<file path="config.mk">
export PLATFORM = sky130hd
export DESIGN_NAME = uart_tx
export DESIGN_NICKNAME = d
export VERILOG_FILES = /design/src/rtl/uart_tx.sv
export SDC_FILE = /design/constraint.sdc
export NUM_CORES = 1
export LEC_CHECK = 0
export ABC_CLOCK_PERIOD_IN_PS = 5670
export CORE_MARGIN = 10
export CORE_UTILIZATION = 56
export DETAILED_ROUTE_END_ITERATION = 8
export PLACE_DENSITY_LB_ADDON = 0.3
export RECOVER_POWER = 100
export SLEW_MARGIN = 20
export SYNTH_ARGS = -nofsm -noshare
export SYNTH_HDL_FRONTEND = slang
export SYNTH_SLANG_ARGS = --single-unit
</file>
<file path="constraint.sdc">
create_clock -name clk -period 5.67 [get_ports clk]
set_input_delay 0.567 -clock clk [delete_from_list [all_inputs] [get_ports clk]]
set_output_delay 0.567 -clock clk [all_outputs]
set_load 0.01 [all_outputs]
</file>
<file path="src/rtl/uart_tx.sv">
// UART transmitter: start bit, PAYLOAD_BITS data bits LSB-first, optional even parity, stop bits.
// Define UART_TX_PARITY_EN to insert one even-parity bit after the last data bit.
module uart_tx #(
    parameter int unsigned BIT_RATE     = 9600,
    parameter int unsigned CLK_HZ       = 50_000_000,
    parameter int unsigned PAYLOAD_BITS = 8,
    parameter int unsigned STOP_BITS    = 1
) (
    input  logic                    clk,
    input  logic                    resetn,
    input  logic                    uart_tx_en,
    input  logic [PAYLOAD_BITS-1:0] uart_tx_data,
    output logic                    uart_tx_busy,
    output logic                    uart_txd
);

    // Same bit-period arithmetic as uart_rx so both ends agree on bit length.
    localparam int unsigned BIT_P          = 1_000_000_000 / BIT_RATE;
    localparam int unsigned CLK_P          = 1_000_000_000 / CLK_HZ;
    localparam int unsigned CYCLES_PER_BIT = BIT_P / CLK_P;
    localparam int unsigned CNT_W          = 1 + $clog2(CYCLES_PER_BIT);
    localparam int unsigned BIT_W          = $clog2(PAYLOAD_BITS) + 1;

`ifdef UART_TX_PARITY_EN
    typedef enum logic [2:0] {StIdle, StStart, StData, StParity, StStop} state_e;
`else
    typedef enum logic [2:0] {StIdle, StStart, StData, StStop} state_e;
`endif

    state_e                  state_q, state_d;
    logic [CNT_W-1:0]        cycle_cnt_q, cycle_cnt_d;
    logic [BIT_W-1:0]        bit_cnt_q, bit_cnt_d;
    logic [PAYLOAD_BITS-1:0] shift_q, shift_d;
    logic                    txd_q, txd_d;
    logic                    busy_q, busy_d;
    logic                    bit_done;
`ifdef UART_TX_PARITY_EN
    logic                    parity_q, parity_d;
`endif

    assign bit_done     = (cycle_cnt_q == CNT_W'(CYCLES_PER_BIT - 1));
    assign uart_txd     = txd_q;
    assign uart_tx_busy = busy_q;

    always_ff @(posedge clk or negedge resetn) begin
        if (!resetn) begin
            state_q     <= StIdle;
            cycle_cnt_q <= '0;
            bit_cnt_q   <= '0;
            shift_q     <= '0;
            txd_q       <= 1'b1;
            busy_q      <= 1'b0;
`ifdef UART_TX_PARITY_EN
            parity_q    <= 1'b0;
`endif
        end else begin
            state_q     <= state_d;
            cycle_cnt_q <= cycle_cnt_d;
            bit_cnt_q   <= bit_cnt_d;
            shift_q     <= shift_d;
            txd_q       <= txd_d;
            busy_q      <= busy_d;
`ifdef UART_TX_PARITY_EN
            parity_q    <= parity_d;
`endif
        end
    end

    always_comb begin
        state_d     = state_q;
        cycle_cnt_d = cycle_cnt_q;
        bit_cnt_d   = bit_cnt_q;
        shift_d     = shift_q;
`ifdef UART_TX_PARITY_EN
        parity_d    = parity_q;
`endif
        if (state_q != StIdle) begin
            cycle_cnt_d = bit_done ? '0 : cycle_cnt_q + CNT_W'(1);
        end
        unique case (state_q)
            StIdle: begin
                cycle_cnt_d = '0;
                if (uart_tx_en) begin
                    state_d = StStart;
                    shift_d = uart_tx_data;
`ifdef UART_TX_PARITY_EN
                    parity_d = ^uart_tx_data;
`endif
                end
            end
            StStart: begin
                if (bit_done) begin
                    state_d   = StData;
                    bit_cnt_d = '0;
                end
            end
            StData: begin
                if (bit_done) begin
                    shift_d   = shift_q >> 1;
                    bit_cnt_d = bit_cnt_q + BIT_W'(1);
                    if (bit_cnt_q == BIT_W'(PAYLOAD_BITS - 1)) begin
`ifdef UART_TX_PARITY_EN
                        state_d = StParity;
`else
                        state_d = StStop;
`endif
                        bit_cnt_d = '0;
                    end
                end
            end
`ifdef UART_TX_PARITY_EN
            StParity: begin
                if (bit_done) begin
                    state_d   = StStop;
                    bit_cnt_d = '0;
                end
            end
`endif
            // Bit counter is reused to count stop bits.
            StStop: begin
                if (bit_done) begin
                    if (bit_cnt_q == BIT_W'(STOP_BITS - 1)) begin
                        state_d   = StIdle;
                        bit_cnt_d = '0;
                    end else begin
                        bit_cnt_d = bit_cnt_q + BIT_W'(1);
                    end
                end
            end
            default: state_d = StIdle;
        endcase
    end

    // Outputs are registered from the next state so they line up with state_q.
    always_comb begin
        txd_d  = 1'b1;
        busy_d = (state_d != StIdle);
        case (state_d)
            StStart:  txd_d = 1'b0;
            StData:   txd_d = shift_d[0];
`ifdef UART_TX_PARITY_EN
            StParity: txd_d = parity_q | (parity_d & (state_q == StIdle));
`endif
            default:  txd_d = 1'b1;
        endcase
    end

endmodule

</file>
==> metrics.sh <==
NUMPORTBUFFERS=12
PIN_COUNT_OF_THE_BIGGEST_NET_ENTERING_GLOBAL_ROUTING=32
DETAIL_ROUTE.FIRST_PASS.ITERATIONS=4
SYNTH-ADDER-AREA-SHARE=0.0238
CRIT_PATH_START_KIND='flop'
FINAL_SKEW_NS=0.00548
NETLIST_AREA_SQ_MM=0.00158
FIN_SETUP_TNS_NS=0
MAXCAPVIOLCOUNT=1
YOSYS.CELL_TYPES.COUNT=41
INSERTION_DELAY_NS=0.33
SETUP.WORST_PATH.END_CLASS='flop'
COMBINATIONAL_SHARE_OF_POWER=0.133
CTS-HOLD-FIX-BUFFERS=0
P_SEQ_FRAC=0.594
DETAIL_ROUTE.DRC_VIOLATIONS=0
WIRE_PER_INST_UM=14.1
AREA_DELTA_SYNTH_FINAL_PCT=10.4
INITIAL_ANTENNA_VIOLATION_COUNT=0
FMAXACHIEVABLE_MHz=414
POWER.DENSITY_CELL_AREA_mW_PER_MM2=255
GRT-OVFL-TOTAL=0
SETUP_VIOLATIONS=0
VIAS=1152
SYNTH-SEQ-CELLS=31
FIN_CRIT_SH=0.426
WORST_HOLD_PATH_TYPE='flop to flop'
YOSYS-MUX-AREA-FRACTION=0.0127
R2R_CELLS=6
SYNTH_TOP_FAMILY_BY_AREA='simple AND/OR/NAND/NOR gates'
SYNTH_XOR_XNOR_AREA_SHARE=0.0722
PATH_CLK_SLEW_NS=0.09
CTSHTREEMAXLEVEL=2
NETLIST_INSTANCES=155
SYN_AREA_PER_CELL_SQ_UM=10.2
LAYOUT_SETUP_WS_NS=3.25
CRIT_TYPE='flop to flop'
GLOBAL_ROUTE_WIRE_LENGTH_BEFORE_REPAIR_UM=4880
GRT_USE_TOTAL=0.117
POST-ROUTE-MIN-PERIOD_NS=2.42
CRITPATHMAXFANOUT=9
LAYOUT.NETS=185
SYNTH-SIMPLE-AREA-SHARE=0.229
STATUS='finished with violations'
VIOLATED_CHECKS='capacitance limit, slew limit'
CORE_AREA_SQ_MM=0.00273
DIODES=0
IR_DROP_mV=0.244
PRE_CTS_WS_NS=3.26
DP_HPWL_UM=2130
MIN-DELAY-START='shift_q[4]'
INTERNAL_DISSIPATION_mW=0.322
FINAL_COUNT_OF_PINS_VIOLATING_MAX_SLEW=32
RSZ_0062_RAISED_AFTER_GLOBAL_ROUTING='no'
DIE-AREA_SQ_MM=0.00534
INITIALDRTVIOLATIONCOUNT=76
TRITONCTS='yes'
SYNTHESIS.YOSYS.WARNINGS=0
DIE-HEIGHT_UM=73.1
SWITCHING_POWER_mW=0.121
GP_CONGESTION=0.834
CTS.REPAIR.RESIZED=0
SYNTH_SEQUENTIAL_AREA_RATIO=0.493
MOST_COMMON_LIBRARY_CELL_IN_THE_LAYOUT_IGNORING_FILL_AND_TAPS='sky130_fd_sc_hd__dfrtp_1'
DIEWIDTH_UM=73.1
SYNTH-COMPOUND-AREA-SHARE=0.132
WORSTMARGINPINSLEW_NS=1.62
R2R_SETUP_SLACK_NS=3.25
VIA_PER_INST=5.67
NUM_ROWS=19
POSTCTSSETUPREPAIRBUFS=0
STATIC-LEAKAGE-POWER_nW=0.818
POWER_SWITCHING_SHARE=0.272
POWER.SHARE.CLOCK=0.273
CTS-BUFFERS-INSERTED=5
FINAL_LAYOUT_SIZE_SUFFIX_GT1_FRAC=0.0581
START_UTIL=0.577
WHS_NS=0.493
TRITONCTS_NUM_SINKS=31
CTS-ROOT-BUF='sky130_fd_sc_hd__clkbuf_4'
CTS_MAX_PATH_BUFFERS=2
ROUTE.ANTENNA.REMAINING_NETS=0
FINAL_CELLS=203
IOS=13
GRT_PASS1_VIAS=1095
TIMING.RR.END='shift_q[6]'
DP.CELLS=195
FINALWIRELENGTH_UM=2860
CRITICAL_PATH.REG2REG.STARTPOINT='cycle_cnt_q[0]'
FINALHOLDVIOLCOUNT=0
MOSTFREQUENTLAYOUTCELLS='sky130_fd_sc_hd__dfrtp_1 (30), sky130_fd_sc_hd__nor2_1 (26), sky130_fd_sc_hd__nand3_1 (12)'
TIMING.CRITICAL_PATH.REQUIRED_NS=5.89
WORSTSETUPSTARTPOINT='cycle_cnt_q[0]'
CP.ARRIVAL_NS=2.64
MAX-SLEW-MARGIN-REL=-0.0789
CRIT_PATH_END='shift_q[6]'
SYNTH_NETS=169
-- cell type report --
| cell class | instances | area, sq um |
|---|---|---|
| clock inverter | 1 | 5.00 |
| clock buffer | 7 | 45.0 |
| multi-input combinational | 113 | 724 |
| tap | 31 | 38.8 |
| fill | 228 | 993 |
| sequential | 31 | 777 |
| inverter | 6 | 22.5 |
| timing repair buffer | 14 | 128 |
-- critical path, stage by stage, from the launching register on --
cell	delay, ns
sky130_fd_sc_hd__dfrtp_1	0.40
sky130_fd_sc_hd__ha_1	0.25
sky130_fd_sc_hd__and4bb_1	0.23
sky130_fd_sc_hd__nand4_1	0.31
sky130_fd_sc_hd__nor2_1	0.56
sky130_fd_sc_hd__nor2_1	0.22
sky130_fd_sc_hd__a221o_1	0.34
-- metrics by stage --
| step | instance area [sq um] | total power [mW] | utilization |
|---|---|---|---|
| after floorplan | 1580 | 0.303 | - |
| after global placement | 1720 | 0.325 | 0.628 |
| after detailed placement | 1720 | 0.329 | 0.628 |
| after CTS | 1770 | 0.450 | 0.647 |
| after global routing | 1740 | 0.467 | 0.637 |
| final | 1740 | 0.443 | 0.637 |
-- synth_stat cells --
cell                        n  area [sq um]
sky130_fd_sc_hd__dfrtp_1   30           751
sky130_fd_sc_hd__nor2_1    24          90.1
sky130_fd_sc_hd__nand3_1   12          60.1
sky130_fd_sc_hd__a21o_1     8          60.1
sky130_fd_sc_hd__xor2_1     8          70.1
sky130_fd_sc_hd__inv_1      6          22.5
sky130_fd_sc_hd__nand2_1    6          22.5
sky130_fd_sc_hd__o21ai_0    6          30.0
sky130_fd_sc_hd__a22o_1     5          43.8
sky130_fd_sc_hd__xnor2_1    5          43.8
sky130_fd_sc_hd__nor3_1     4          20.0
sky130_fd_sc_hd__a21oi_1    3          15.0
sky130_fd_sc_hd__ha_1       3          37.5
sky130_fd_sc_hd__a221o_1    2          20.0
sky130_fd_sc_hd__and3_1     2          12.5
sky130_fd_sc_hd__mux2i_1    2          20.0
sky130_fd_sc_hd__nand2b_1   2          12.5
sky130_fd_sc_hd__nor2_2     2          12.5
sky130_fd_sc_hd__nor2b_1    2          12.5
sky130_fd_sc_hd__o31ai_1    2          15.0
sky130_fd_sc_hd__a221oi_1   1          8.76
sky130_fd_sc_hd__a31oi_1    1          6.26
sky130_fd_sc_hd__and2_1     1          6.26
sky130_fd_sc_hd__and3b_1    1          8.76
sky130_fd_sc_hd__and4bb_1   1          12.5
sky130_fd_sc_hd__and4bb_2   1          12.5
sky130_fd_sc_hd__buf_2      1          5.00
sky130_fd_sc_hd__buf_4      1          7.51
sky130_fd_sc_hd__buf_6      1          11.3
sky130_fd_sc_hd__clkbuf_1   1          3.75
sky130_fd_sc_hd__clkbuf_2   1          5.00
sky130_fd_sc_hd__conb_1     1          3.75
sky130_fd_sc_hd__dfstp_2    1          26.3
sky130_fd_sc_hd__nand4_1    1          6.26
sky130_fd_sc_hd__nand4_4    1          21.3
sky130_fd_sc_hd__nor3b_2    1          12.5
sky130_fd_sc_hd__nor4b_2    1          15.0
sky130_fd_sc_hd__o22a_1     1          8.76
sky130_fd_sc_hd__or2_1      1          6.26
sky130_fd_sc_hd__or3b_1     1          8.76
sky130_fd_sc_hd__or3b_2     1          8.76
-- how the worst min path moves through the flow --
| stage | endpoint | slack, ns | depth (start not counted) |
|---|---|---|---|
| final | shift_q[4] | 0.49 | 1 |
| after global routing | shift_q[2] | 0.51 | 1 |
| after CTS | shift_q[2] | 0.49 | 1 |
| after detailed placement | shift_q[2] | 0.47 | 1 |
| after global placement | shift_q[2] | 0.46 | 1 |
| after floorplan | bit_cnt_q[0] | 0.27 | 0 |
-- state kept, by name, indices dropped and copies added (netlist names) --
register / cells
uart_txd: 1
bit_cnt_q: 4
cycle_cnt_q: 14
state_q: 3
shift_q: 8
uart_tx_busy: 1
-- routing by layer --
layer,up-vias,share of wire,GRT usage,wire (um)
met5,-,0,0,0
met4,0,0.018,0.0612,51
met3,5,0.053,0.0503,151
met2,16,0.46,0.170,1330
met1,562,0.46,0.142,1330
li1,569,-,-,-
-- power groups by stage --
stage / Clock [mW] / Sequential (mW) / Combinational (mW)
after CTS: 0.125 / 0.263 / 0.0618
after global routing: 0.133 / 0.267 / 0.0675
final: 0.121 / 0.263 / 0.0589
after global placement: 0 / 0.266 / 0.0591
after detailed placement: 0 / 0.268 / 0.0619
after floorplan: 0 / 0.261 / 0.0420
-- kinds of logic (layout without fill, tap and decap cells) --
| logic type | after synthesis | in the layout |
|---|---|---|
| AO/OA/AOI/OAI | 29 | 29 |
| XOR/XNOR | 13 | 13 |
| adder cells (fa/ha/maj) | 3 | 3 |
| buffers and inverters | 11 | 28 |
| flip-flops | 31 | 31 |
| multiplexers | 2 | 2 |
| other | 1 | 1 |
| AND/OR/NAND/NOR | 65 | 65 |
Note: power is estimated with default switching activity, not from simulation.
==> patch 1: new RTL, same settings <==
The option `UART_TX_PARITY_EN` is turned on by a define.
--- a/src/rtl/uart_tx.sv
+++ b/src/rtl/uart_tx.sv
@@ -2,2 +2,4 @@
 // Define UART_TX_PARITY_EN to insert one even-parity bit after the last data bit.
+`define UART_TX_PARITY_EN
+
 module uart_tx #(
Behaviour: no difference found for any inputs over 10 cycles, from zero or initial values and one cycle with resetn low; that may be too few to reach the edited logic, so the function may still have changed.
==> patch 1 against the original RTL <==
The flow still finishes with violations (capacitance limit, slew limit); final area is 9.5% higher; combinational power is 61% higher; die area up 6.6%; wire length is 18% higher; global-route usage grew 1.5 points; clock skew grew 0.0040 ns; synthesized area up 9.2%; sequential share of layout area shrank 2.6 points; sequential power is 16% higher; total power is 22% higher; sequential cell count increased by 1; worst setup slack got worse by 0.20 ns; cell count increased by 11%; critical endpoint is now shift_q[1].
==> patch 1: results <==
metrics = {
    "layout": {
        "final_layout_size_suffix_gt1_frac": 0.0984,
        "fin_nets": 207,
    },
    "place": {
        "place_congestion": 0.829,
        "dp.cells": 219,
        "numPortBuffers": 12,
        "placed_area_um2": 1870,
        "pre_cts_slack_ns": 3.19,
        "dpl.hpwl_mm": 2.48,
    },
    "grt": {
        "grt_max_degree": 33,
        "grt_first_pass_wirelength_mm": 5.78,
        "grt.met2_usage": 0.216,
        "met3_usage": 0.0456,
        "grt_pass1_vias": 1271,
        "use_met1": 0.155,
        "antenna_found_initial": 0,
        "grt.total_usage": 0.132,
    },
    "worst_setup_path": {
        "cp_top_family": "simple AND/OR/NAND/NOR gates",
        "slowest_stage": "nor3_1",
        "cp_data_arrival_time_ns": 2.83,
        "slowest_delay_ns": 0.90,
        "cp_max_fo": 11,
    },
    "route": {
        "dr_wl_met2_mm": 1.73,
        "wl_per_cell_um": 14.9,
        "viasPerCell": 5.62,
        "routed_wl_mm": 3.37,
        "highest_layer": "met4",
        "route.met3.wl_um": 108,
        "drtIter0Drc": 55,
        "m1WireLength_mm": 1.51,
    },
    "status": {
        "run_status": "finished, violations left",
        "violations": "capacitance limit, slew limit",
    },
    "sta": {
        "fin_skew_ns": 0.00948,
        "finalMaxSlewViolations": 33,
        "slew_headroom": -0.123,
    },
    "yosys": {
        "ys_seq_area_frac": 0.466,
        "synth_warnings": 0,
        "syn-num-nets": 191,
        "synthCells": 177,
        "yosys-top-cells-count": "dfrtp_1 (31), nand2_1 (26), nor2_1 (23)",
        "synth.area.top_cells": "dfrtp_1 (45%), nand2_1 (5.7%), xnor2_1 (5.1%)",
        "synth.distinct_cells": 45,
    },
    "power_and_ir_drop": {
        "clockPowerShare": 0.264,
        "seq-power_mw": 0.304,
        "p_switching_mw": 0.157,
        "fin_total_pwr_mw": 0.542,
        "peakVddDrop_mv": 0.179,
        "leakage_nw": 0.825,
    },
    "run": {
        "maxCapViolCount": 1,
    },
    "worst_hold_path": {
        "hp-class": "register to register",
    },
}
## patch 1: worst paths after layout
kind,from,endpoint,slack [ns],cells past startpoint
max in group asynchronous,resetn,shift_q[4],3.49,2
min in group asynchronous,resetn,cycle_cnt_q[12],1.19,2
min,shift_q[1],shift_q[1],0.48,1
max,cycle_cnt_q[0],shift_q[1],3.06,6
min reg2reg,shift_q[1],shift_q[1],0.48,1
max reg2reg,cycle_cnt_q[0],shift_q[1],3.06,6
## patch 1: cell families (layout without fill, tap and decap cells)
group,count (synthesis),in the layout,synth area share
buffers and inverters,11,27,0.0305
DFF,32,32,0.466
and+or+nand+nor,83,83,0.259
muxes,3,3,0.0211
adders and majority gates,3,3,0.0218
xor gates and xnor gates,19,19,0.0967
AOI/OAI and AO/OA,26,26,0.105
## patch 1: layout make-up
class / instances / area [um2]
Fill cell: 258 / 1100
Multi-Input combinational cell: 134 / 847
Sequential cell: 32 / 802
Timing Repair Buffer: 14 / 128
Clock buffer: 7 / 65.1
Tap cell: 33 / 41.3
Inverter: 6 / 22.5
==> patch 2: new RTL, same settings <==
Without the edit above. Register the output `uart_txd` once more, cleared by the reset; this adds one clock of latency there. The other outputs are not delayed to match.
--- a/src/rtl/uart_tx.sv
+++ b/src/rtl/uart_tx.sv
@@ -41,3 +41,9 @@
     assign bit_done     = (cycle_cnt_q == CNT_W'(CYCLES_PER_BIT - 1));
-    assign uart_txd     = txd_q;
+    always_ff @(posedge clk or negedge resetn) begin
+        if (!resetn) begin
+            uart_txd <= '0;
+        end else begin
+            uart_txd <= txd_q;
+        end
+    end
     assign uart_tx_busy = busy_q;
Function: changed (Yosys sat finds a counterexample within 4 cycles, from zero or initial values and one cycle with resetn low).
==> patch 2 against the original RTL <==
The flow still finishes with violations (capacitance limit, slew limit); sequential share of layout area is 0.72 points higher; combinational power is 2% lower; sequential cell count is 1 higher; worst setup slack worse by 0.36 ns; core utilization is 0.45 points higher; total power is 4.2% higher; wire length is 3.8% lower; critical path depth is 2 lower; global-route usage is 0.37 points lower; worst hold slack worse by 0.098 ns; synthesized area is 1.7% higher; final area is 1.6% higher; die area is 1.3% higher; non-clock buffer count stayed put; highest routed layer unchanged.
==> patch 2: results <==
metrics = {
    "sta": {
        "finalMaxSlewViolations": 46,
        "period_share": 0.489,
    },
    "worst_setup_path": {
        "cp_max_fo": 12,
        "cp_data_arrival_time_ns": 3.02,
        "slowest_delay_ns": 1.32,
        "cp-startpoint": "uart_tx_en",
        "cp-endpoint": "shift_q[5]",
        "timing.rr.start": "state_q[0]",
        "r2r_cells": 3,
        "reg2reg_setup_slack_ns": 3.08,
    },
    "route": {
        "wl_per_cell_um": 13.6,
        "num_vias": 1179,
        "viasPerCell": 5.81,
    },
    "power_and_ir_drop": {
        "leakage_nw": 0.790,
        "peakVddDrop_mv": 0.248,
        "p_int_mw": 0.330,
    },
    "worst_hold_path": {
        "hold_depth": 0,
        "worstHoldEndpoint": "uart_txd",
    },
    "status": {
        "run_status": "finished, violations left",
        "violations": "capacitance limit, slew limit",
    },
    "place": {
        "dpl.hpwl_mm": 2.00,
        "pre_cts_slack_ns": 3.26,
    },
    "yosys": {
        "synth.area.top_cells": "dfrtp_1 (48%), nor2_1 (5.9%), xor2_1 (4.4%)",
        "synth_compound_area_frac": 0.135,
    },
    "run": {
        "maxCapViolCount": 2,
    },
}
[patch 2: layout make-up]
cell class,count,area share
tap,31,0.0219
multi-input combinational,113,0.407
clock inverter,3,0.0134
sequential,32,0.454
timing repair buffer,14,0.0722
clock buffer,5,0.0212
inverter,5,0.0106
[patch 2: layer usage]
| metal | GRT usage | routed length [um] |
|---|---|---|
| met1 | 0.133 | 1230 |
| met2 | 0.176 | 1350 |
| met3 | 0.0485 | 126 |
| met4 | 0.0455 | 48 |
| met5 | 0 | 0 |
[patch 2: through the flow]
| stage | cell area, um2 | utilization |
|---|---|---|
| final | 1770 | 0.641 |
| after global routing | 1770 | 0.641 |
| after CTS | 1810 | 0.655 |
| after detailed placement | 1740 | 0.632 |
| after global placement | 1740 | 0.632 |
| after floorplan | 1600 | - |
[patch 2: worst max-delay path, delay by kind of cell]
kind | cells | cell delay (ns)
AND/OR/NAND/NOR | 2 | 1.64
AO/OA/AOI/OAI | 1 | 0.28
buffers and inverters | 1 | 0.54
